===== src/rtl/vga_timing_pkg.sv =====
// Purpose : shared timing constants and helpers for the VGA sync generator.
//           640x480@60 Hz defaults, coordinate width, axis total / sync window helpers.
// Ports   : none (package).
package vga_timing_pkg;

   localparam int unsigned COORD_W     = 10;
   localparam int unsigned FRAME_CNT_W = 8;

   localparam int unsigned H_ACTIVE = 640;
   localparam int unsigned H_FP     = 16;
   localparam int unsigned H_SYNC   = 96;
   localparam int unsigned H_BP     = 48;

   localparam int unsigned V_ACTIVE = 480;
   localparam int unsigned V_FP     = 10;
   localparam int unsigned V_SYNC   = 2;
   localparam int unsigned V_BP     = 33;

   function automatic int unsigned axis_total(input int unsigned active, input int unsigned fp,
                                              input int unsigned sync, input int unsigned bp);
      return active + fp + sync + bp;
   endfunction

   function automatic int unsigned sync_first(input int unsigned active, input int unsigned fp);
      return active + fp;
   endfunction

   function automatic int unsigned sync_last(input int unsigned active, input int unsigned fp,
                                             input int unsigned sync);
      return active + fp + sync - 1;
   endfunction

   localparam int unsigned H_TOTAL      = axis_total(H_ACTIVE, H_FP, H_SYNC, H_BP);
   localparam int unsigned V_TOTAL      = axis_total(V_ACTIVE, V_FP, V_SYNC, V_BP);
   localparam int unsigned H_SYNC_START = sync_first(H_ACTIVE, H_FP);
   localparam int unsigned H_SYNC_END   = sync_last(H_ACTIVE, H_FP, H_SYNC);
   localparam int unsigned V_SYNC_START = sync_first(V_ACTIVE, V_FP);
   localparam int unsigned V_SYNC_END   = sync_last(V_ACTIVE, V_FP, V_SYNC);

endpackage


===== src/rtl/vga_axis_counter.sv =====
// Purpose : one timing axis (horizontal or vertical): wrapping counter plus
//           registered active-low sync decoded from the next count.
// Ports   : clk, rst_n, cnt_en          - clock, async reset, advance enable
//           total, sync_start, sync_end - axis length and inclusive sync window
//           active_len                  - visible length of the axis
//           count                       - registered position
//           wrap_c                      - advancing from total-1 to 0 this cycle
//           sync                        - registered sync, low inside the window
//           active_c                    - next position is in the visible region
module vga_axis_counter
   import vga_timing_pkg::*;
(
   input  logic               clk,
   input  logic               rst_n,
   input  logic               cnt_en,
   input  logic [COORD_W-1:0] total,
   input  logic [COORD_W-1:0] sync_start,
   input  logic [COORD_W-1:0] sync_end,
   input  logic [COORD_W-1:0] active_len,
   output logic [COORD_W-1:0] count,
   output logic               wrap_c,
   output logic               sync,
   output logic               active_c
);

   logic               last_c;
   logic [COORD_W-1:0] count_nxt_c;
   logic               sync_nxt_c;

   // Next count; outputs are decoded from it so they align with the count register.
   always_comb begin
      last_c      = (count == (total - COORD_W'(1)));
      wrap_c      = cnt_en && last_c;
      count_nxt_c = count;
      if (cnt_en) begin
         count_nxt_c = last_c ? '0 : count + COORD_W'(1);
      end
      sync_nxt_c = !((count_nxt_c >= sync_start) && (count_nxt_c <= sync_end));
      active_c   = (count_nxt_c < active_len);
   end

   always_ff @(posedge clk or negedge rst_n) begin
      if (!rst_n) begin
         count <= '0;
         sync  <= 1'b1;
      end else begin
         count <= count_nxt_c;
         sync  <= sync_nxt_c;
      end
   end

endmodule


===== src/rtl/vga_sync_gen.sv =====
// Purpose : free-running VGA timing generator (default 640x480@60) with
//           synchronous frame tick, frame counter and motion tick.
// Config  : VGA_SYNC_MOVE_TICK_EN - when defined, move_tick fires on every
//           2^MOVE_DIV_LOG2-th frame; otherwise move_tick is frame_tick.
// Ports   : clk, rst_n, en          - pixel clock, async reset, pixel enable
//           hsync, vsync            - active-low syncs, aligned with hpos/vpos
//           display_on              - visible region flag
//           hpos, vpos              - pixel coordinates
//           frame_tick, frame_cnt   - one-cycle pulse at (0, V_ACTIVE), frame count
//           move_tick               - divided frame pulse
module vga_sync_gen
   import vga_timing_pkg::COORD_W, vga_timing_pkg::FRAME_CNT_W;
#(
   parameter int unsigned H_ACTIVE = vga_timing_pkg::H_ACTIVE,
   parameter int unsigned H_FP     = vga_timing_pkg::H_FP,
   parameter int unsigned H_SYNC   = vga_timing_pkg::H_SYNC,
   parameter int unsigned H_BP     = vga_timing_pkg::H_BP,
   parameter int unsigned V_ACTIVE = vga_timing_pkg::V_ACTIVE,
   parameter int unsigned V_FP     = vga_timing_pkg::V_FP,
   parameter int unsigned V_SYNC   = vga_timing_pkg::V_SYNC,
   parameter int unsigned V_BP     = vga_timing_pkg::V_BP
`ifdef VGA_SYNC_MOVE_TICK_EN
   ,
   parameter int unsigned MOVE_DIV_LOG2 = 1
`endif
)(
   input  logic                   clk,
   input  logic                   rst_n,
   input  logic                   en,
   output logic                   hsync,
   output logic                   vsync,
   output logic                   display_on,
   output logic [COORD_W-1:0]     hpos,
   output logic [COORD_W-1:0]     vpos,
   output logic                   frame_tick,
   output logic [FRAME_CNT_W-1:0] frame_cnt,
   output logic                   move_tick
);

   localparam logic [COORD_W-1:0] H_TOTAL_C = COORD_W'(vga_timing_pkg::axis_total(H_ACTIVE, H_FP, H_SYNC, H_BP));
   localparam logic [COORD_W-1:0] V_TOTAL_C = COORD_W'(vga_timing_pkg::axis_total(V_ACTIVE, V_FP, V_SYNC, V_BP));
   localparam logic [COORD_W-1:0] H_SS_C    = COORD_W'(vga_timing_pkg::sync_first(H_ACTIVE, H_FP));
   localparam logic [COORD_W-1:0] H_SE_C    = COORD_W'(vga_timing_pkg::sync_last(H_ACTIVE, H_FP, H_SYNC));
   localparam logic [COORD_W-1:0] V_SS_C    = COORD_W'(vga_timing_pkg::sync_first(V_ACTIVE, V_FP));
   localparam logic [COORD_W-1:0] V_SE_C    = COORD_W'(vga_timing_pkg::sync_last(V_ACTIVE, V_FP, V_SYNC));
   localparam logic [COORD_W-1:0] H_ACT_C   = COORD_W'(H_ACTIVE);
   localparam logic [COORD_W-1:0] V_ACT_C   = COORD_W'(V_ACTIVE);
   localparam logic [COORD_W-1:0] V_LAST_ACT_C = COORD_W'(V_ACTIVE - 1);

   logic                   h_wrap_c;
   logic                   v_wrap_c;
   logic                   v_en_c;
   logic                   h_active_c;
   logic                   v_active_c;
   logic                   tick_c;
   logic [FRAME_CNT_W-1:0] frame_cnt_nxt_c;

   assign v_en_c = en && h_wrap_c;

   vga_axis_counter u_h_axis (
      .clk        (clk),
      .rst_n      (rst_n),
      .cnt_en     (en),
      .total      (H_TOTAL_C),
      .sync_start (H_SS_C),
      .sync_end   (H_SE_C),
      .active_len (H_ACT_C),
      .count      (hpos),
      .wrap_c     (h_wrap_c),
      .sync       (hsync),
      .active_c   (h_active_c)
   );

   vga_axis_counter u_v_axis (
      .clk        (clk),
      .rst_n      (rst_n),
      .cnt_en     (v_en_c),
      .total      (V_TOTAL_C),
      .sync_start (V_SS_C),
      .sync_end   (V_SE_C),
      .active_len (V_ACT_C),
      .count      (vpos),
      .wrap_c     (v_wrap_c),
      .sync       (vsync),
      .active_c   (v_active_c)
   );

   // Tick on the edge that moves the raster to (0, V_ACTIVE); en low suppresses it.
   always_comb begin
      tick_c          = en && h_wrap_c && (vpos == V_LAST_ACT_C);
      frame_cnt_nxt_c = frame_cnt + FRAME_CNT_W'(tick_c);
   end

   always_ff @(posedge clk or negedge rst_n) begin
      if (!rst_n) begin
         display_on <= 1'b1;
         frame_tick <= 1'b0;
         frame_cnt  <= '0;
      end else begin
         display_on <= h_active_c && v_active_c;
         frame_tick <= tick_c;
         frame_cnt  <= frame_cnt_nxt_c;
      end
   end

`ifdef VGA_SYNC_MOVE_TICK_EN
   localparam logic [FRAME_CNT_W-1:0] MOVE_MASK = FRAME_CNT_W'((1 << MOVE_DIV_LOG2) - 1);

   // Divided tick keyed on the post-increment frame count.
   always_ff @(posedge clk or negedge rst_n) begin
      if (!rst_n) begin
         move_tick <= 1'b0;
      end else begin
         move_tick <= tick_c && ((frame_cnt_nxt_c & MOVE_MASK) == '0);
      end
   end
`else
   assign move_tick = frame_tick;
`endif

endmodule


===== config.mk =====
export PLATFORM = sky130hd
export DESIGN_NAME = vga_sync_gen
export DESIGN_NICKNAME = d
export VERILOG_FILES = /design/src/rtl/vga_timing_pkg.sv /design/src/rtl/vga_axis_counter.sv /design/src/rtl/vga_sync_gen.sv
export SDC_FILE = /design/constraint.sdc
export NUM_CORES = 1
export LEC_CHECK = 0
export ABC_CLOCK_PERIOD_IN_PS = 2500
export BUFFER_PORTS_ARGS = -buffer_cell sky130_fd_sc_hd__buf_2
export CAP_MARGIN = 10
export CORE_ASPECT_RATIO = 0.8
export CORE_MARGIN = 2
export CORE_UTILIZATION = 42
export CTS_BUF_LIST = sky130_fd_sc_hd__clkbuf_8
export DETAILED_ROUTE_END_ITERATION = 7
export PLACE_DENSITY_LB_ADDON = 0.1
export SLEW_MARGIN = 25
export SYNTH_ARGS = -nofsm -noshare
export SYNTH_HDL_FRONTEND = slang
export SYNTH_SLANG_ARGS = --single-unit

===== constraint.sdc =====
create_clock -name clk -period 2.5 [get_ports clk]
set_input_delay 0.375 -clock clk [delete_from_list [all_inputs] [get_ports clk]]
set_output_delay 0.375 -clock clk [all_outputs]
set_load 0.03 [all_outputs]

== Word-level counts from Yosys, hierarchy flattened ==
Cells that the tools add are included.
Operators by class
  add/sub/neg operators: 3
  order comparisons: 6
  equality and inequality tests: 3
  multiplexer cells: 4
  reduce and logical (&&, ||, !) cells: 8
Operators by type and width (count)
  $mux 10: 4
  $add 10x1->10 const B: 2
  $eq 10x10->1 const B: 2
  $eq 10x9->1 const B: 1
  $ge 10x10->1 const B: 1
  $ge 10x9->1 const B: 1
  $le 10x10->1 const B: 1
  $le 10x9->1 const B: 1
  $lt 10x10->1 const B: 1
  $lt 10x9->1 const B: 1
  $add 8x1->8: 1
  $logic_and 1x1->1: 6
  $logic_not 1->1: 2
Storage, ports and cells
  flip-flop bits (word level): 32
  input port bits: 3
  word-level logic and storage cells: 31

== Depth between registers and ports, before layout ==
  depth after elaboration: 7
  gate-level depth with buffers: 11

== By module ==
A second synthesis with hierarchy kept.
Second synthesis, totals
  cells, all modules: 442
  area total of the unflattened synthesis: 3664.8 um2
Modules (own cells, without submodules)
  vga_axis_counter at u_h_axis: instances 1, cells each 200, area each 1621.6 um2, sequential area each 276.5 um2
  vga_axis_counter at u_v_axis: instances 1, cells each 207, area each 1611.5 um2, sequential area each 276.5 um2
  vga_sync_gen: instances 1, cells each 35, area each 431.7 um2, sequential area each 251.5 um2

== Worst setup path after synthesis ==
OpenSTA, ideal clock, no wires.
  path type: reg-to-reg
  start: register u_h_axis.count[5]
  end: register frame_cnt[6]
  arrival time: 2770 ps
  path slack: -403 ps
  stages on the path, launching flop included: 11
  buffers on the path: 1
  period minus slack after synthesis: 2903 ps
  path through: dfrtp_1 -> or3_4 -> nor4_1 -> clkbuf_1 -> nand2_1 -> nor4_1 -> ha_1 -> ha_1 -> and3_1 -> nand3_1 -> xnor2_1
On the way
  word-level cells in the longest chain between the ends: 5
Ends and longest elaborated chain
  start, declared: RTL line vga_axis_counter.sv:20  | output logic [COORD_W-1:0] count,
  start signal, assigned: RTL line vga_axis_counter.sv:47  | count <= count_nxt_c;
  $eq 10x10->1: RTL line vga_axis_counter.sv:32  | last_c = (count == (total - COORD_W'(1)));
  $logic_and 1x1->1: RTL line vga_axis_counter.sv:33  | wrap_c = cnt_en && last_c;
  $logic_and 1x1->1 (2 in a row): RTL line vga_sync_gen.sv:90  | tick_c = en && h_wrap_c && (vpos == V_LAST_ACT_C);
  via tick_c: RTL line vga_sync_gen.sv:55  | logic tick_c;
  $add 8x1->8: RTL line vga_sync_gen.sv:91  | frame_cnt_nxt_c = frame_cnt + FRAME_CNT_W'(tick_c);
  via frame_cnt_nxt_c[6]: RTL line vga_sync_gen.sv:56  | logic [FRAME_CNT_W-1:0] frame_cnt_nxt_c;
  end signal, assigned: RTL line vga_sync_gen.sv:102  | frame_cnt <= frame_cnt_nxt_c;
  end, declared: RTL line vga_sync_gen.sv:36  | output logic [FRAME_CNT_W-1:0] frame_cnt,
The timed path passes the listed nets, and every way through them passes these cells.

== Worst setup path in the final report ==
  start: register u_h_axis.count[7]
  end: register frame_cnt[6]
The elaborated chain is that of the path after synthesis.

==> flow_summary_export.csv <==
group,metric,value,unit
drt,num_vias,1511,
place,post-place-ws,0.0328,ns
sta,hold_violations,0,
drt,avgViaCountPerCell,5.58,
clock_network,clk_pin_slew,0.07,ns
layout,final_area,2130,um2
global_routing,overflow,0,
sta,slew_viol_final,0,
power,power.density,756,nW/um2
critical_path,critPathKind,"flop to flop",
critical_path,cp-end-kind,"flop",
layout,fillerInstances,372,
sta,tightest_slew,0.714,ns
global_routing,grt_max_degree,33,
power,p_leak,0.965,nW
layout,ff_latch_area,808,um2
die,die-area,4590,um2
layout,final_common_cell,"buf_2",
place,placed_area,2010,um2
sta,setup-tns-final,0,ns
logic_synthesis,synth-seq-area-share,47.2,%
logic_synthesis,yosys_register_bits,32,
sta,finClkSkew,0.00185,ns
worst_hold_path,hold_path_class,"input port to async pin",
layout,area_growth,24.9,%
sta,period_share,96.5,%
critical_path,r2r_cells,9,
run,drv_cap,0,
drt,drtIter0Drc,92,
die,core_area,3850,um2
critical_path,startpoint_type,"flop",
clock_network,cts-root-buf,"clkbuf_8",
clock_network,worstSkewPairLatency,0.27,ns
logic_synthesis,synth-edff-count,0,
sta,setup_slack,0.0877,ns
layout,multiInputGateArea,895,um2
sta,holdWs,0.149,ns
logic_synthesis,synth-adder-area-share,3.67,%
clock_network,htreeDepth,2,
logic_synthesis,syn_nets,183,
global_routing,antenna_found_initial,0,
logic_synthesis,ys_warn_count,0,
sta,setup_viol,0,
outcome,status,"finished clean",
layout,antenna_cells,0,
clock_network,cts_buffer_depth,2,
global_routing,grt_usage,20.1,%
logic_synthesis,ys_types,42,
critical_path,required,2.66,ns
logic_synthesis,ys.flop_type,"dfrtp_1",
sta,max_freq,415,MHz
layout,final_cell_mix,"buf_2 (35), dfrtp_1 (26), inv_1 (13), nand2_1 (13), nand3_1 (13)",
logic_synthesis,async_reset_ff_share,100,%
clock_network,cts_buffers,5,
place,port-buffer-count,35,
sta,period_needed,2.41,ns
drt,firstDrtPassIters,4,
global_routing,first_global_vias,1406,
layout,fin_nets,224,
drt,post_drt_wl_per_cell,15.8,um
clock_network,clock-sinks,32,
die,fp.dieW,75.2,um
place,gp_congestion,0.855,
power,finalPower,0.00161,W
logic_synthesis,syn_avg_cell_area,9.75,um2
critical_path,worst-endpoint-arrival,2.57,ns
sta,maxSlewHeadroom,52.4,%
critical_path,critPathMaxFanout,4,
clock_network,cts_tree,"built",
die,die_y,61.0,um
logic_synthesis,synth-simple-area-share,24.6,%
place,hpwlAfterDp,3050,um
logic_synthesis,synth_mux_area_share,0,%
logic_synthesis,synth_compound_area_share,13.4,%
drt,antenna_left,0,
drt,drcViolationCount,0,
logic_synthesis,synth_xor_xnor_area_share,6.16,%
logic_synthesis,syn_inst,175,
drt,drt-total-wl,4280,um
layout,layout-drive-gt1-share,32.4,%
logic_synthesis,syn_area,1710,um2
die,rows,20,
clock_network,hold_buffers,0,
die,io_pins,36,
power,ir_drop,0.352,mV
global_routing,grt_pass1_wl,6740,um
die,initial_core_util,44.3,%
logic_synthesis,synth_top_family_by_area,"simple AND/OR/NAND/NOR gates",
==> cell usage after synthesis, drive strengths merged, types with 4 or more instances <==
cell / count / area (um2)
nand4: 8 / 50.1
o31ai: 4 / 35.0
dfrtp: 29 / 726
nand2: 14 / 52.6
nand3: 14 / 70.1
xnor2: 8 / 70.1
ha: 5 / 62.6
xor2: 4 / 35.0
nand2b: 5 / 31.3
o21ai: 7 / 35.0
inv: 12 / 45.0
o211ai: 5 / 37.5
nor4: 4 / 25.0
clkbuf: 6 / 22.5
or4: 6 / 48.8
or3: 4 / 30.0
nor3: 6 / 30.0
==> worst max-delay path, cell delays in order, from the launching register on <==
cell and delay [ns]:
dfrtp_2 0.43, or3_4 0.43, nor4_4 0.32, nand2_2 0.11, nor4_4 0.16, ha_2 0.26
ha_4 0.14, and3_4 0.19, nand3_2 0.10, xnor2_2 0.16
==> power by group <==
group	total (W)	switching, W	internal [W]
Sequential	0.000672	0.0000825	0.000590
Clock	0.000368	0.000183	0.000185
Combinational	0.000570	0.000377	0.000193
==> final cells by class <==
class | instances | area share [%]
multi-input combinational | 122 | 42.0
inverter | 12 | 2.12
tap | 55 | 3.23
sequential | 32 | 38.0
clock inverter | 2 | 0.411
clock buffer | 5 | 3.23
timing repair buffer | 43 | 11.0
==> registers in the layout, summed over array words and instances (netlist names) <==
register	count
u_h_axis.count	10
u_v_axis.count	10
frame_cnt	8
display_on	1
frame_tick	1
u_h_axis.sync	1
u_v_axis.sync	1
==> logic make-up after synthesis <==
kind of cell             Yosys count
adder cells (fa/ha/maj)            5
AO/OA/AOI/OAI                     32
AND/OR/NAND/NOR                   73
buffers and inverters             21
flip-flops                        32
XOR/XNOR                          12
==> per-stage QoR <==
stage | utilization (%) | cells
after detailed placement | 52.0 | 263
after global placement | 52.0 | 263
after floorplan | - | 175
after global routing | 55.3 | 271
final | 55.3 | 271
after CTS | 54.1 | 270
==> final timing paths <==
kind                                   start           endpoint  slack, ns
max reg2reg                u_h_axis.count[7]       frame_cnt[6]       0.09
max                        u_h_axis.count[7]       frame_cnt[6]       0.09
min in group clk                          en  u_h_axis.count[1]       0.38
min reg2reg                     frame_cnt[7]       frame_cnt[7]       0.47
min                                    rst_n  u_v_axis.count[5]       0.15
max in group asynchronous              rst_n  u_h_axis.count[6]       1.85
==> layer usage <==
metal | GRT usage, % | up-vias | routed length [um]
met5 | 0 | - | 0
met4 | 7.52 | 0 | 59
met1 | 28.5 | 716 | 2020
met2 | 29.2 | 63 | 1920
li1 | - | 724 | -
met3 | 5.81 | 8 | 274
==> repair_timing <==
action | in CTS | in global routing
gates resized for setup | 0 | 6
setup buffers | 0 | 1
setup endpoints to repair | 0 | 3
(Power assumes the default switching activity.)
